### src/rtl/dbg_uart2apb_pkg.sv
// dbg_uart2apb: shared FSM states and
// byte-field positions for the debug bridge.
package dbg_uart2apb_pkg;

  typedef enum logic [2:0] {
    S_CMD,
    S_LEN,
    S_ADDR,
    S_WDATA,
    S_SETUP,
    S_ACCESS,
    S_SEND_RDATA,
    S_STATUS
  } state_t;

  localparam int CMD_WRITE_BIT = 7;
  localparam int CMD_FIX_BIT   = 6;
  localparam int ST_SLVERR_BIT = 7;
  localparam int ST_TMO_BIT    = 6;
  localparam int ERR_CNT_W     = 6;

endpackage

### src/rtl/dbg_apb_timeout.sv
// dbg_apb_timeout: pready wait counter;
// expires on the wait cycle that makes it all-ones.
module dbg_apb_timeout #(
  parameter int TIMEOUT_W = 12
) (
  input  logic i_clk,
  input  logic i_rst_n,
  input  logic i_clr,
  input  logic i_en,
  output logic o_expired
);

  localparam logic [TIMEOUT_W-1:0] LAST =
    {TIMEOUT_W{1'b1}} - TIMEOUT_W'(1);

  logic [TIMEOUT_W-1:0] cnt_q;

  always_ff @(posedge i_clk or negedge i_rst_n) begin
    if (!i_rst_n) begin
      cnt_q <= '0;
    end else if (i_clr) begin
      cnt_q <= '0;
    end else if (i_en) begin
      cnt_q <= cnt_q + TIMEOUT_W'(1);
    end
  end

  assign o_expired = i_en && (cnt_q == LAST);

endmodule

### src/rtl/dbg_uart2apb_gen.sv
// dbg_uart2apb_gen: UART byte stream to APB
// master bridge with timeout and burst status.
module dbg_uart2apb_gen
  import dbg_uart2apb_pkg::*;
#(
  parameter int ADDR_W    = 32,
  parameter int DATA_W    = 32,
  parameter int ADDR_INC  = DATA_W / 8,
  parameter int TIMEOUT_W = 12
) (
  input  logic              i_clk,
  input  logic              i_rst_n,
  input  logic              i_fifo_empty,
  output logic              o_fifo_read,
  input  logic [7:0]        i_fifo_rdata,
  input  logic              i_fifo_full,
  output logic              o_fifo_write,
  output logic [7:0]        o_fifo_wdata,
  output logic              o_psel,
  output logic              o_penable,
  output logic              o_pwrite,
  output logic [ADDR_W-1:0] o_paddr,
  output logic [DATA_W-1:0] o_pwdata,
  input  logic              i_pready,
  input  logic              i_pslverr,
  input  logic [DATA_W-1:0] i_prdata
);

  localparam int AB  = ADDR_W / 8;
  localparam int DB  = DATA_W / 8;
  localparam int MB  = (AB > DB) ? AB : DB;
  localparam int BCW = (MB > 1) ? $clog2(MB) : 1;
  localparam logic [BCW-1:0] A_LAST = BCW'(AB - 1);
  localparam logic [BCW-1:0] D_LAST = BCW'(DB - 1);
  localparam logic [ERR_CNT_W-1:0] ERR_MAX = '1;

  state_t                state_q, state_d;
  logic [BCW-1:0]        bcnt_q;
  logic                  wr_q, fix_q;
  logic [7:0]            len_q;
  logic [ADDR_W-1:0]     addr_q;
  logic [DATA_W-1:0]     wdata_q, rdata_q;
  logic                  slverr_q, tmo_q;
  logic [ERR_CNT_W-1:0]  errs_q;
  logic                  pop, push, done;
  logic                  tmo_clr, tmo_en, expired;
  logic                  beat_err, a_last, d_last;
  logic [7:0]            rbyte, st_byte;

  assign pop = (state_q inside {S_CMD, S_LEN, S_ADDR, S_WDATA})
               && !i_fifo_empty;
  assign push = (state_q inside {S_SEND_RDATA, S_STATUS})
                && !i_fifo_full;
  assign tmo_clr  = (state_q == S_SETUP);
  assign tmo_en   = (state_q == S_ACCESS) && !i_pready;
  assign done     = (state_q == S_ACCESS) && (i_pready || expired);
  assign beat_err = i_pready ? i_pslverr : 1'b1;
  assign a_last   = (bcnt_q == A_LAST);
  assign d_last   = (bcnt_q == D_LAST);

  dbg_apb_timeout #(
    .TIMEOUT_W (TIMEOUT_W)
  ) u_tmo (
    .i_clk     (i_clk),
    .i_rst_n   (i_rst_n),
    .i_clr     (tmo_clr),
    .i_en      (tmo_en),
    .o_expired (expired)
  );

  always_ff @(posedge i_clk or negedge i_rst_n) begin
    if (!i_rst_n) state_q <= S_CMD;
    else          state_q <= state_d;
  end

  always_comb begin
    state_d = state_q;
    unique case (state_q)
      S_CMD:   if (pop) state_d = S_LEN;
      S_LEN:   if (pop) state_d = S_ADDR;
      S_ADDR:
        if (pop && a_last)
          state_d = wr_q ? S_WDATA : S_SETUP;
      S_WDATA: if (pop && d_last) state_d = S_SETUP;
      S_SETUP: state_d = S_ACCESS;
      S_ACCESS:
        if (done) begin
          if (!wr_q)            state_d = S_SEND_RDATA;
          else if (len_q != 0)  state_d = S_WDATA;
          else                  state_d = S_STATUS;
        end
      S_SEND_RDATA:
        if (push && d_last)
          state_d = (len_q != 0) ? S_SETUP : S_STATUS;
      S_STATUS: if (push) state_d = S_CMD;
      default: state_d = S_CMD;
    endcase
  end

  always_ff @(posedge i_clk or negedge i_rst_n) begin
    if (!i_rst_n) begin
      bcnt_q   <= '0;
      wr_q     <= 1'b0;
      fix_q    <= 1'b0;
      len_q    <= '0;
      addr_q   <= '0;
      wdata_q  <= '0;
      rdata_q  <= '0;
      slverr_q <= 1'b0;
      tmo_q    <= 1'b0;
      errs_q   <= '0;
    end else begin
      unique case (state_q)
        S_CMD:
          if (pop) begin
            wr_q  <= i_fifo_rdata[CMD_WRITE_BIT];
            fix_q <= i_fifo_rdata[CMD_FIX_BIT];
          end
        S_LEN: if (pop) len_q <= i_fifo_rdata;
        S_ADDR:
          if (pop) begin
            addr_q <= (addr_q << 8) | ADDR_W'(i_fifo_rdata);
            bcnt_q <= a_last ? '0 : bcnt_q + BCW'(1);
          end
        S_WDATA:
          if (pop) begin
            wdata_q <= (wdata_q << 8) | DATA_W'(i_fifo_rdata);
            bcnt_q  <= d_last ? '0 : bcnt_q + BCW'(1);
          end
        S_ACCESS:
          if (done) begin
            rdata_q <= i_pready ? i_prdata : '0;
            if (i_pready && i_pslverr) slverr_q <= 1'b1;
            if (!i_pready)             tmo_q    <= 1'b1;
            if (beat_err && errs_q != ERR_MAX)
              errs_q <= errs_q + ERR_CNT_W'(1);
            if (!fix_q) addr_q <= addr_q + ADDR_W'(ADDR_INC);
            if (wr_q && len_q != 0) len_q <= len_q - 8'd1;
          end
        S_SEND_RDATA:
          if (push) begin
            bcnt_q <= d_last ? '0 : bcnt_q + BCW'(1);
            if (d_last && len_q != 0) len_q <= len_q - 8'd1;
          end
        S_STATUS:
          if (push) begin
            slverr_q <= 1'b0;
            tmo_q    <= 1'b0;
            errs_q   <= '0;
          end
        default: ;
      endcase
    end
  end

  // Read bytes leave MSB first; status packs flags over the error count.
  always_comb begin
    rbyte   = 8'(rdata_q >> ((DB - 1 - int'(bcnt_q)) * 8));
    st_byte = '0;
    st_byte[ERR_CNT_W-1:0] = errs_q;
    st_byte[ST_SLVERR_BIT] = slverr_q;
    st_byte[ST_TMO_BIT]    = tmo_q;
    o_fifo_wdata = 8'h00;
    if (state_q == S_SEND_RDATA) o_fifo_wdata = rbyte;
    if (state_q == S_STATUS)     o_fifo_wdata = st_byte;
  end

  assign o_fifo_read  = pop;
  assign o_fifo_write = push;
  assign o_psel       = (state_q == S_SETUP) || (state_q == S_ACCESS);
  assign o_penable    = (state_q == S_ACCESS);
  assign o_pwrite     = wr_q;
  assign o_paddr      = addr_q;
  assign o_pwdata     = wdata_q;

endmodule

### config.mk
export PLATFORM = sky130hd
export DESIGN_NAME = dbg_uart2apb_gen
export DESIGN_NICKNAME = d
export VERILOG_FILES = /design/src/rtl/dbg_uart2apb_pkg.sv /design/src/rtl/dbg_apb_timeout.sv /design/src/rtl/dbg_uart2apb_gen.sv
export SDC_FILE = /design/constraint.sdc
export NUM_CORES = 1
export LEC_CHECK = 0
export ABC_AREA = 0
export CORE_ASPECT_RATIO = 1.4
export CORE_MARGIN = 4
export CORE_UTILIZATION = 49
export CTS_BUF_LIST = sky130_fd_sc_hd__clkbuf_8
export CTS_CLUSTER_DIAMETER = 150
export DETAILED_ROUTE_END_ITERATION = 16
export GPL_ROUTABILITY_DRIVEN = 0
export PLACE_DENSITY_LB_ADDON = 0.25
export SYNTH_ARGS = -nofsm -noshare
export SYNTH_HDL_FRONTEND = slang
export SYNTH_HIERARCHICAL = 1
export SYNTH_SLANG_ARGS = --single-unit
### constraint.sdc
create_clock -name i_clk -period 3.1 [get_ports i_clk]
set_clock_uncertainty 0.05 [all_clocks]
set_input_delay 0.775 -clock i_clk [delete_from_list [all_inputs] [get_ports i_clk]]
set_output_delay 0.775 -clock i_clk [all_outputs]
set_load 0.02 [all_outputs]
## After elaboration in Yosys (flattened, before gate mapping)

Index checks and enable logic that the tools add are counted.

- Output and inout bits: 77
- Memory bits (read-only): 0
- Logic and storage cells: 126
- Memories kept: 0
- Bits in registers: 131
- Bits in latches: 0
- Memory bits (writable): 0
- Input port bits: 46

- Equality and inequality tests: 26
- Shift operators: 1
- Bitwise logic cells: 2
- Mux-type cells: 43
- Order comparisons: 0
- $add $sub $neg: 6
- Multipliers: 0
- Reduce and logical (&&, ||, !) cells: 36
- Div/mod/pow operators: 0

Operators by type and width:

| operator | count |
|---|---|
| 32-bit 2-to-1 mux | 4 |
| 32-bit by 8-bit bitwise OR with 32-bit output | 2 |
| 32-bit case mux with 2 select lines | 1 |
| 8-bit 2-to-1 mux | 7 |
| 32-bit by 3-bit adder with 32-bit output, second input constant | 1 |
| 32-bit by 32-bit right shift with 8-bit output | 1 |
| 3-bit 2-to-1 mux | 10 |
| 12-bit 2-to-1 mux | 2 |
| 3-bit case mux with 8 select lines | 1 |
| 8-bit case mux with 3 select lines | 1 |
| 6-bit 2-to-1 mux | 3 |
| 2-bit inequality test, second input constant | 9 |
| 4-bit AND reduction | 4 |
| 2-bit by 1-bit inequality test with 1-bit output, second input constant | 7 |
| 12-bit by 1-bit adder with 12-bit output, second input constant | 1 |
| 12-bit equality test, second input constant | 1 |
| 3-bit equality test, second input constant | 4 |
| 6-bit case mux with 2 select lines | 1 |
| 1-bit logical AND | 11 |
| 2-bit nonzero test | 5 |
| 2-bit 2-to-1 mux | 4 |
| 8-bit nonzero test | 1 |
| 8-bit by 1-bit subtractor with 8-bit output, second input constant | 1 |
| 7-bit AND reduction | 1 |
| other kinds (19) | 31 |

## Logic depth before layout (Yosys ltp)

- Depth in word-level cells: 7
- Mapped depth: 15
- Depth with buffers taken out: 10

## Hierarchy

Netlist, hierarchy kept.

Modules (own cells, without submodules):

| module | area each (um2) | cells each | sequential area each (um2) | times used |
|---|---|---|---|---|
| dbg_uart2apb_gen | 6218.5 | 584 | 2977.9 | 1 |
| dbg_apb_timeout | 634.4 | 68 | 300.3 | 1 |

## Worst setup path after synthesis

Ideal clock, no wire load.

- Kind: register to register
- Start point: register state_q[2]
- End point: register len_q[1]
- Library setup time: 0.125 ns
- Arrival time: 2.780 ns
- Cell stages (with the launch flop): 16
- Slack: 0.145 ns
- Required time: 2.925 ns
- Cell sequence: dfrtp_1 -> buf_4 -> and2_1 -> nand2b_1 -> buf_4 -> clkbuf_1 -> nor2_1 -> buf_2 -> nand3_1 -> nor3_1 -> or3b_1 -> a32o_2 -> o21ai_4 -> or2_1 -> buf_6 -> mux2_4

- Cells in the longest elaborated chain, start to end: 7
- Elaborated cells between the ends (all ways): 23

RTL lines:

| element | line | text |
|---|---|---|
| start, declared | dbg_uart2apb_gen.sv:37 | `state_t state_q, state_d;` |
| start signal, assigned | dbg_uart2apb_gen.sv:73 | `else state_q <= state_d;` |
| 3-bit equality test | dbg_uart2apb_gen.sv:55 | `assign tmo_en = (state_q == S_ACCESS) && !i_pready;` |
| 1-bit logical AND | dbg_uart2apb_gen.sv:55 |  |
| net tmo_en | dbg_uart2apb_gen.sv:46 | `logic tmo_clr, tmo_en, expired;` |
| 1-bit logical AND | dbg_apb_timeout.sv:28 | `assign o_expired = i_en && (cnt_q == LAST);` |
| net expired | dbg_uart2apb_gen.sv:46 |  |
| 1-bit logical OR | dbg_uart2apb_gen.sv:56 | `assign done = (state_q == S_ACCESS) && (i_pready \|\| expired);` |
| 1-bit logical AND | dbg_uart2apb_gen.sv:56 |  |
| 2-bit by 1-bit inequality test with 1-bit output (no line) | n/a |  |
| 6-bit AND reduction (no line) | n/a |  |
| end signal, assigned | dbg_uart2apb_gen.sv:119 | `S_LEN: if (pop) len_q <= i_fifo_rdata;` |
| end signal, assigned | dbg_uart2apb_gen.sv:138 | `if (wr_q && len_q != 0) len_q <= len_q - 8'd1;` |
| end signal, assigned | dbg_uart2apb_gen.sv:143 | `if (d_last && len_q != 0) len_q <= len_q - 8'd1;` |
| end, declared | dbg_uart2apb_gen.sv:40 | `logic [7:0] len_q;` |

The timed path passes the listed nets, and every way through them passes these cells.
A chain may end at the register's enable or synchronous reset.

## Worst setup path in the final report

- Start point: register bcnt_q[0]
- End point: output port o_fifo_wdata[3]

- Cells in the longest elaborated chain, start to end: 4

RTL lines:

| element | line | text |
|---|---|---|
| start, declared | dbg_uart2apb_gen.sv:38 | `logic [BCW-1:0] bcnt_q;` |
| start signal, assigned | dbg_uart2apb_gen.sv:123 | `bcnt_q <= a_last ? '0 : bcnt_q + BCW'(1);` |
| start signal, assigned | dbg_uart2apb_gen.sv:128 | `bcnt_q <= d_last ? '0 : bcnt_q + BCW'(1);` |
| start signal, assigned | dbg_uart2apb_gen.sv:142 | `bcnt_q <= d_last ? '0 : bcnt_q + BCW'(1);` |
| 2-bit by 2-bit subtractor with 3-bit output | dbg_uart2apb_gen.sv:158 | `rbyte = 8'(rdata_q >> ((DB - 1 - int'(bcnt_q)) * 8));` |
| 32-bit by 32-bit right shift with 8-bit output | dbg_uart2apb_gen.sv:158 |  |
| 8-bit 2-to-1 mux | dbg_uart2apb_gen.sv:164 | `if (state_q == S_SEND_RDATA) o_fifo_wdata = rbyte;` |
| 8-bit 2-to-1 mux | dbg_uart2apb_gen.sv:165 | `if (state_q == S_STATUS) o_fifo_wdata = st_byte;` |
| end, declared | dbg_uart2apb_gen.sv:18 | `output logic [7:0] o_fifo_wdata,` |

Every way passes these cells.

==> key figures <==
Run status
  • Status: completed

Power
  • Sequential share of power: 35.3%
  • Sw frac: 41.6%
  • Comb pwr share: 49.3%
  • Leakage dissipation: 0.00368 µW
  • PwrDens: 1030 nW/µm²
  • Clk pwr share: 15.4%
  • Worst vdd ir: 525 µV
  • Switch Pwr: 3750 µW
  • Pint: 5260 µW

GRT
  • Vias in the first global route: 5742
  • Gr ovfl total: 0
  • Largest net degree at the start of global routing: 60
  • Initial antenna violation count: 0
  • Overall Global Routing Usage: 21.7%
  • First-pass GRT wire length: 28.0 mm

Die
  • Die span in y: 148 µm
  • IO Pins: 123
  • Initial Util: 50.7%
  • Die Area: 16000 µm²
  • Die Wd: 108 µm
  • Core area: 13500 µm²
  • Cell Rows: 50

Layout
  • Final #Nets: 828
  • Layout cell share with drive strength beyond 1: 16.5%
  • Area of the multi-input gates: 3330 µm²
  • Fill cells: 1162
  • Register Area: 3280 µm²
  • Layout Utilization: 64.5%
  • Synth-to-Final Area Change: 27.1%
  • Diode count: 0

Synthesis
  • YS warnings: 6
  • Avg Cell Area, Syn: 10.5 µm²
  • Synth Flop Type: dfrtp_1
  • Post-synth net total: 704
  • EDFF count, synth: 0
  • Synthesized instance count: 652
  • Post-synthesis sequential area ratio: 47.8%
  • Mapped cell area: 6850 µm²
  • Flops & latches, synth: 131
  • Post-synth cell types: 74
  • Post-synth ARST share: 100%

Job
  • # Max-Cap Violations: 0

Setup path
  • Worst r2r dst: len_q[1]$_DFFE_PN0P_
  • Max stage delay on crit path: 0.54 ns
  • CP Capture Type: output port
  • Reg2reg start: state_q[2]$_DFFE_PN0P_
  • Critical Path AT: 2.09 ns
  • CP top delay family: multiplexers
  • Setup CP Type: register to output port
  • Worst R2R Setup Slack: 0.61 ns
  • Buffers plus inverters on the worst setup path: 2
  • Worst-case reg-to-reg path depth: 11
  • CP max-delay cell: mux4_2
  • CP Launch Type: register
  • Worst-path fanout max: 11
  • Crit path required time: 2.27 ns
  • Crit path cell chain: buf_6 > mux4_2 > mux2i_2 > nor2_1 > dlygate4sd2_1

Routing
  • Iter 0 DRT Violations: 368
  • Routed len/inst: 17.3 µm
  • Via count: 5632
  • First-pass iteration count of the detailed router: 5
  • Antenna viol nets, final: 0
  • Vias/cell: 5.80
  • Drt drc: 0
  • Routed WL: 16.8 mm

Place
  • Port Buf Inserts: 122
  • Detailed-placement wirelength estimate: 12.4 mm
  • Pre-CTS setup slack: -0.0346 ns

Timing
  • Max frequency: 0.343 GHz
  • Finish-stage setup viols: 0
  • RSZ-0062 raised after global routing: false
  • Period utilisation layout: 93.9%
  • Pins Over Slew Limit: 0
  • Post-layout min period: 2.91 ns
  • Final WS setup: 0.188 ns
  • Hold Vio Cnt, Final: 0
  • Worst slew margin: 57.3%
  • Worst slew pin tran: 0.634 ns
  • Setup TNS: 0 ns

Hold path
  • Min-Delay Path Class: input port to asynchronous set/reset pin

Clock tree
  • Clock transition at path regs: 0.08 ns
  • Skew-Pair Late Insertion Delay: 0.43 ns
  • CTS max path bufs: 2
  • CTS tree: done
  • Clock root cell: clkbuf_8
  • Total CTS buffers: 17
  • Setup repair bufs after CTS: 0
  • Clk sinks: 131
  • H-tree depth: 4
==> cells in the mapped netlist, types with 3 or more instances <==
| cell type | instances | area (µm²) |
|---|---|---|
| o22ai_1 | 15 | 93.8 |
| nor3_1 | 11 | 55.1 |
| o211ai_1 | 3 | 22.5 |
| and4_1 | 5 | 43.8 |
| buf_4 | 6 | 45.0 |
| a21oi_1 | 40 | 200 |
| a21o_1 | 3 | 22.5 |
| mux2i_1 | 13 | 130 |
| mux4_2 | 8 | 180 |
| buf_2 | 19 | 95.1 |
| clkbuf_1 | 16 | 60.1 |
| o21a_1 | 6 | 45.0 |
| o21ai_0 | 30 | 150 |
| inv_1 | 10 | 37.5 |
| xnor2_1 | 6 | 52.6 |
| a22o_1 | 32 | 280 |
| and3_1 | 11 | 68.8 |
| a2bb2oi_1 | 8 | 70.1 |
| o22a_1 | 5 | 43.8 |
| nand3_1 | 16 | 80.1 |
| mux2_2 | 37 | 417 |
| and2_1 | 5 | 31.3 |
| o31ai_1 | 3 | 22.5 |
| ha_1 | 6 | 75.1 |
| nor4_1 | 5 | 31.3 |
| nor2_1 | 61 | 229 |
| a31oi_1 | 13 | 81.3 |
| dfrtp_1 | 131 | 3280 |
| nand4_1 | 14 | 87.6 |
| nand2_1 | 44 | 165 |
| a211oi_1 | 6 | 45.0 |
| nor2b_1 | 3 | 18.8 |
| nand3_2 | 3 | 30.0 |
| xor2_1 | 5 | 43.8 |
| nand2b_1 | 8 | 50.1 |
==> worst max path at each step <==
stage / from / end / slack [ns] / cells after the start
6_report: bcnt_q[0]$_DFFE_PN0P_ / o_fifo_wdata[3] / 0.19 / 5
5_1_grt: bcnt_q[0]$_DFFE_PN0P_ / o_fifo_wdata[3] / 0.04 / 5
4_1_cts: bcnt_q[0]$_DFFE_PN0P_ / o_fifo_wdata[3] / 0.09 / 5
3_5_place_dp: i_pready / len_q[1]$_DFFE_PN0P_ / -0.03 / 10
3_3_place_gp: i_pready / len_q[1]$_DFFE_PN0P_ / 0.003 / 10
2_1_floorplan: state_q[2]$_DFFE_PN0P_ / len_q[1]$_DFFE_PN0P_ / 0.14 / 15
==> per-stage QoR <==
step	area (µm²)	hold WS, ns	power [µW]	std cells
6_report	8710	0.308	9010	971
5_1_grt	8710	0.332	9630	971
4_1_cts	8710	0.308	9060	971
3_5_place_dp	8330	0.439	7660	939
3_3_place_gp	8330	0.433	7480	939
2_1_floorplan	6850	0.418	5950	652
==> cells in the final DEF, fill, tap and decap left out, types with 11 or more instances in the layout <==
cell type and instances:
mux2i_1 11, and3_1 11, clkbuf_8 19, o21ai_0 30, inv_1 11, nor2_1 60, buf_4 21, a31oi_1 13
nand3_1 16, clkdlybuf4s50_1 113, nand2_1 44, dfrtp_1 131, o22ai_1 15, a21oi_1 40, nor3_1 11, mux2_2 37
nand4_1 14, a22o_1 32
==> logic make-up (layout without fill, tap and decap cells) <==
family	after synthesis	after routing	synth area share, %
AO/OA/AOI/OAI	189	189	19.5
XOR/XNOR	11	11	1.41
adder cells (fa/ha/maj)	6	6	1.10
buffers and inverters	53	190	3.72
flip-flops	131	131	47.8
multiplexers	59	59	10.8
AND/OR/NAND/NOR	203	203	15.6
==> power groups by stage <==
stage	Clock (µW)	Combinational (µW)	Sequential, µW
2_1_floorplan	0	2510	3440
3_3_place_gp	0	4330	3150
3_5_place_dp	0	4460	3200
4_1_cts	1430	4460	3170
5_1_grt	1510	4820	3300
6_report	1390	4440	3180
==> routing by layer <==
metal	up-vias	track usage (%)	wire, µm
met2	187	38.0	9010
met5	-	0	0
met3	27	4.28	845
li1	2684	-	-
met4	0	8.28	395
met1	2734	26.1	6600
==> flip-flops by register name (all words and copies together) (netlist names) <==
| name | cells |
|---|---|
| slverr_q | 1 |
| fix_q | 1 |
| o_paddr | 32 |
| errs_q | 6 |
| o_pwdata | 32 |
| u_tmo/cnt_q | 12 |
| rdata_q | 32 |
| state_q | 3 |
| bcnt_q | 2 |
| o_pwrite | 1 |
| tmo_q | 1 |
| len_q | 8 |
==> worst register-to-register path: cells and delay by family, from the launching register on <==
family | cells | cell delay, ns
multiplexers | 1 | 0.33
buffers and inverters | 1 | 0.13
flip-flops | 1 | 0.39
AO/OA/AOI/OAI | 2 | 0.37
AND/OR/NAND/NOR | 7 | 1.11
==> timing repair <==
action	CTS	global route
resized for setup	9	2
cloned	0	0
hold buffers	0	0
setup endpoints to repair	8	2
==> layout make-up <==
class / instances / share of cell area, %
Inverter: 11 / 0.503
Clock buffer: 19 / 3.00
Clock inverter: 13 / 1.41
Sequential cell: 131 / 37.6
Multi-Input combinational cell: 468 / 38.2
Timing Repair Buffer: 147 / 16.6
Tap cell: 182 / 2.61
Power figures use the tool's default switching activity.
==> RTL edit (config.mk and constraints unchanged) <==
`DATA_W`: 32 -> 64.
--- a/src/rtl/dbg_uart2apb_gen.sv
+++ b/src/rtl/dbg_uart2apb_gen.sv
@@ -4,7 +4,7 @@
   import dbg_uart2apb_pkg::*;
 #(
   parameter int ADDR_W    = 32,
-  parameter int DATA_W    = 32,
+  parameter int DATA_W    = 64,
   parameter int ADDR_INC  = DATA_W / 8,
   parameter int TIMEOUT_W = 12
 ) (
Ports: changed (resized i_prdata and o_pwdata); port bits go from 123 to 187. The function was not compared with the original's and may differ.
==> RTL edit against the original RTL <==
Design area grew 42%; sequential cell count grew 65; routed wire length grew 46%; via count grew 36%; synthesized area grew 40%; clock power grew 28%; count of clock-buffer cells in the layout shrank 2; utilization shrank 0.20 points; worst setup slack lost 0.13 ns; total power grew 37%; combinational power grew 31%; die area grew 37%; critical path depth grew 1.
==> RTL edit: results (changes against the original RTL) <==
Global routing
  • Number of global-route vias before repair: 7,544 (+31%)
  • First-pass GRT wire length: 39,900 um (+43%)
  • Largest net degree at the start of global routing: 66 (+10%)
  • Total GRT Usage: 22.2% (+0.52 points)
  • Initial antenna violation count: 0 (unchanged)

Drt
  • Routed Antenna Nets: 0 (unchanged)
  • Iter 0 DRT Violations: 603 (+64%)
  • Drt pass-1 iters: 5 (unchanged)
  • Vias: 7,641 (+36%)
  • Routed WL: 24,600 um (+46%)

Min path
  • Worst hold path class: input pin to asynchronous set/reset pin

Timing
  • Worst slew margin: 50.9% (-6.4 points)
  • WHS: 0.208 ns (-0.100 ns)

Final layout
  • Share of cells above drive strength 1: 18.0% (+1.5 points)
  • Antenna diodes: 0 (unchanged)
  • Layout Nets: 1,110 (+34%)
  • Filler cells: 1,560 (+34%)

Worst setup path
  • Worst reg-to-reg setup slack: 0.51 ns (-0.10 ns)
  • CP max-delay cell: mux4_2
  • CP max stage delay: 0.56 ns (+0.02 ns)
  • Arrival @ worst endpoint: 2.22 ns (+0.13 ns)
  • Max FO, Critical Path: 9 (-2)

CTS
  • Worst-Skew Late Latency: 0.48 ns (+0.05 ns)
  • CTS H-tree lvls: 4 (unchanged)
  • Root buf cell: clkbuf_8
  • Clock-pin slew on the worst setup and hold paths: 0.12 ns (+0.04 ns)
  • TritonCTS Buffers: 17 (unchanged)
  • Max clock buf depth: 2 (unchanged)

Status
  • Status: complete, no violations

Power
  • Peak supply drop: 0.000437 V (-17%)
  • Leak: 0.00524 uW (+42%)
  • Pint: 7430 uW (+41%)

Synthesis
  • Syn nets: 928 (+32%)
  • Syn. warnings: 6 (unchanged)
  • Ys flop type: dfrtp_1
  • Most instantiated cells after synthesis: dfrtp_1 (196), mux2_2 (71), a22o_1 (65)
  • Area contributors post-synth: dfrtp_1 (51%), mux2_2 (8.3%), a22o_1 (5.9%), mux4_2 (3.8%), nand2_1 (1.9%)
  • Async S/R FF share, synth: 100% (unchanged)
  • Sequential element share of the synthesized area: 51.1% (+3.2 points)
  • Yosys cell types: 73 (-1.4%)

Place
  • DP Area: 0.0118 mm2 (+42%)
  • # port buffers: 186 (+52%)
  • HPWL after DPL: 17,200 um (+39%)
==> RTL edit: changes by cell type after synthesis, moves of 10 or more <==
cell	change
nor2_1	-13
a22o_1	+33
dfrtp_1	+65
inv_1	+11
nand3_1	+10
mux2_2	+34
a21oi_1	-19
clkbuf_1	+15
==> RTL edit: worst paths after layout <==
check                                 start              end  cells after the start
worst max-delay path              bcnt_q[0]  o_fifo_wdata[6]                      6
worst min-delay path                i_rst_n      o_paddr[29]                      1
worst max register to register   state_q[1]         len_q[7]                      8
worst min register to register  rdata_q[14]      rdata_q[14]                      1
max in group asynchronous           i_rst_n        bcnt_q[0]                      2
min in group i_clk              rdata_q[14]      rdata_q[14]                      1
==> RTL edit: per-stage QoR <==
step	TNS, ns	utilization [%]	worst slack [ns]	cells
final	0	64.3	0.0586	1284
after floorplan	0	-	0.0759	841
after CTS	-0.0742	64.0	-0.0742	1280
after detailed placement	0	61.6	0.0333	1244
after global placement	0	61.6	0.110	1244
after global routing	-0.101	64.3	-0.0453	1284
==> RTL edit: critical path: cells and delay by family, from the launching register on <==
| kind | cells | cell delay (ns) |
|---|---|---|
| muxes | 2 | 0.76 |
| DFF | 1 | 0.44 |
| buffers and inverters | 3 | 0.44 |
| AOI/OAI and AO/OA | 1 | 0.10 |
==> RTL edit: timing repair <==
item	4_1_cts	5_1_grt
endpoints found under the setup margin	8	8
cloned	0	1
hold buffers	0	0
buffers inserted	4	3
gates resized for setup	18	19
==> RTL edit: final cells by class <==
class	count	area share, %
tap	248	2.51
multi-input combinational	561	35.3
sequential	196	39.7
clock buffer	17	1.89
inverter	23	0.699
clock inverter	15	1.68
timing repair buffer	224	18.2
==> RTL edit: power by group through the flow <==
stage                     clock network [uW]  registers [uW]  logic [uW]
final                                   1780            4770        5820
after detailed placement                   0            4790        5760
after global placement                     0            4740        5650
after global routing                    1920            4940        6270
after CTS                               1820            4740        5800
after floorplan                            0            5160        2960
==> RTL edit: logic make-up after synthesis <==
group,after synthesis,share of synthesized area [%]
mux,101,13.5
xor+xnor,10,0.912
buf+inv,84,3.82
simple gates,227,12.5
fa+ha+maj,9,1.17
compound gates,214,17.0
flops,196,51.1
==> RTL edit: layer usage <==
metal	vias to the layer above	wire, um	GRT usage, %
met2	291	12500	37.3
met5	-	0	0
met1	3753	9820	28.1
met3	54	1480	5.24
met4	0	758	7.96
li1	3543	-	-
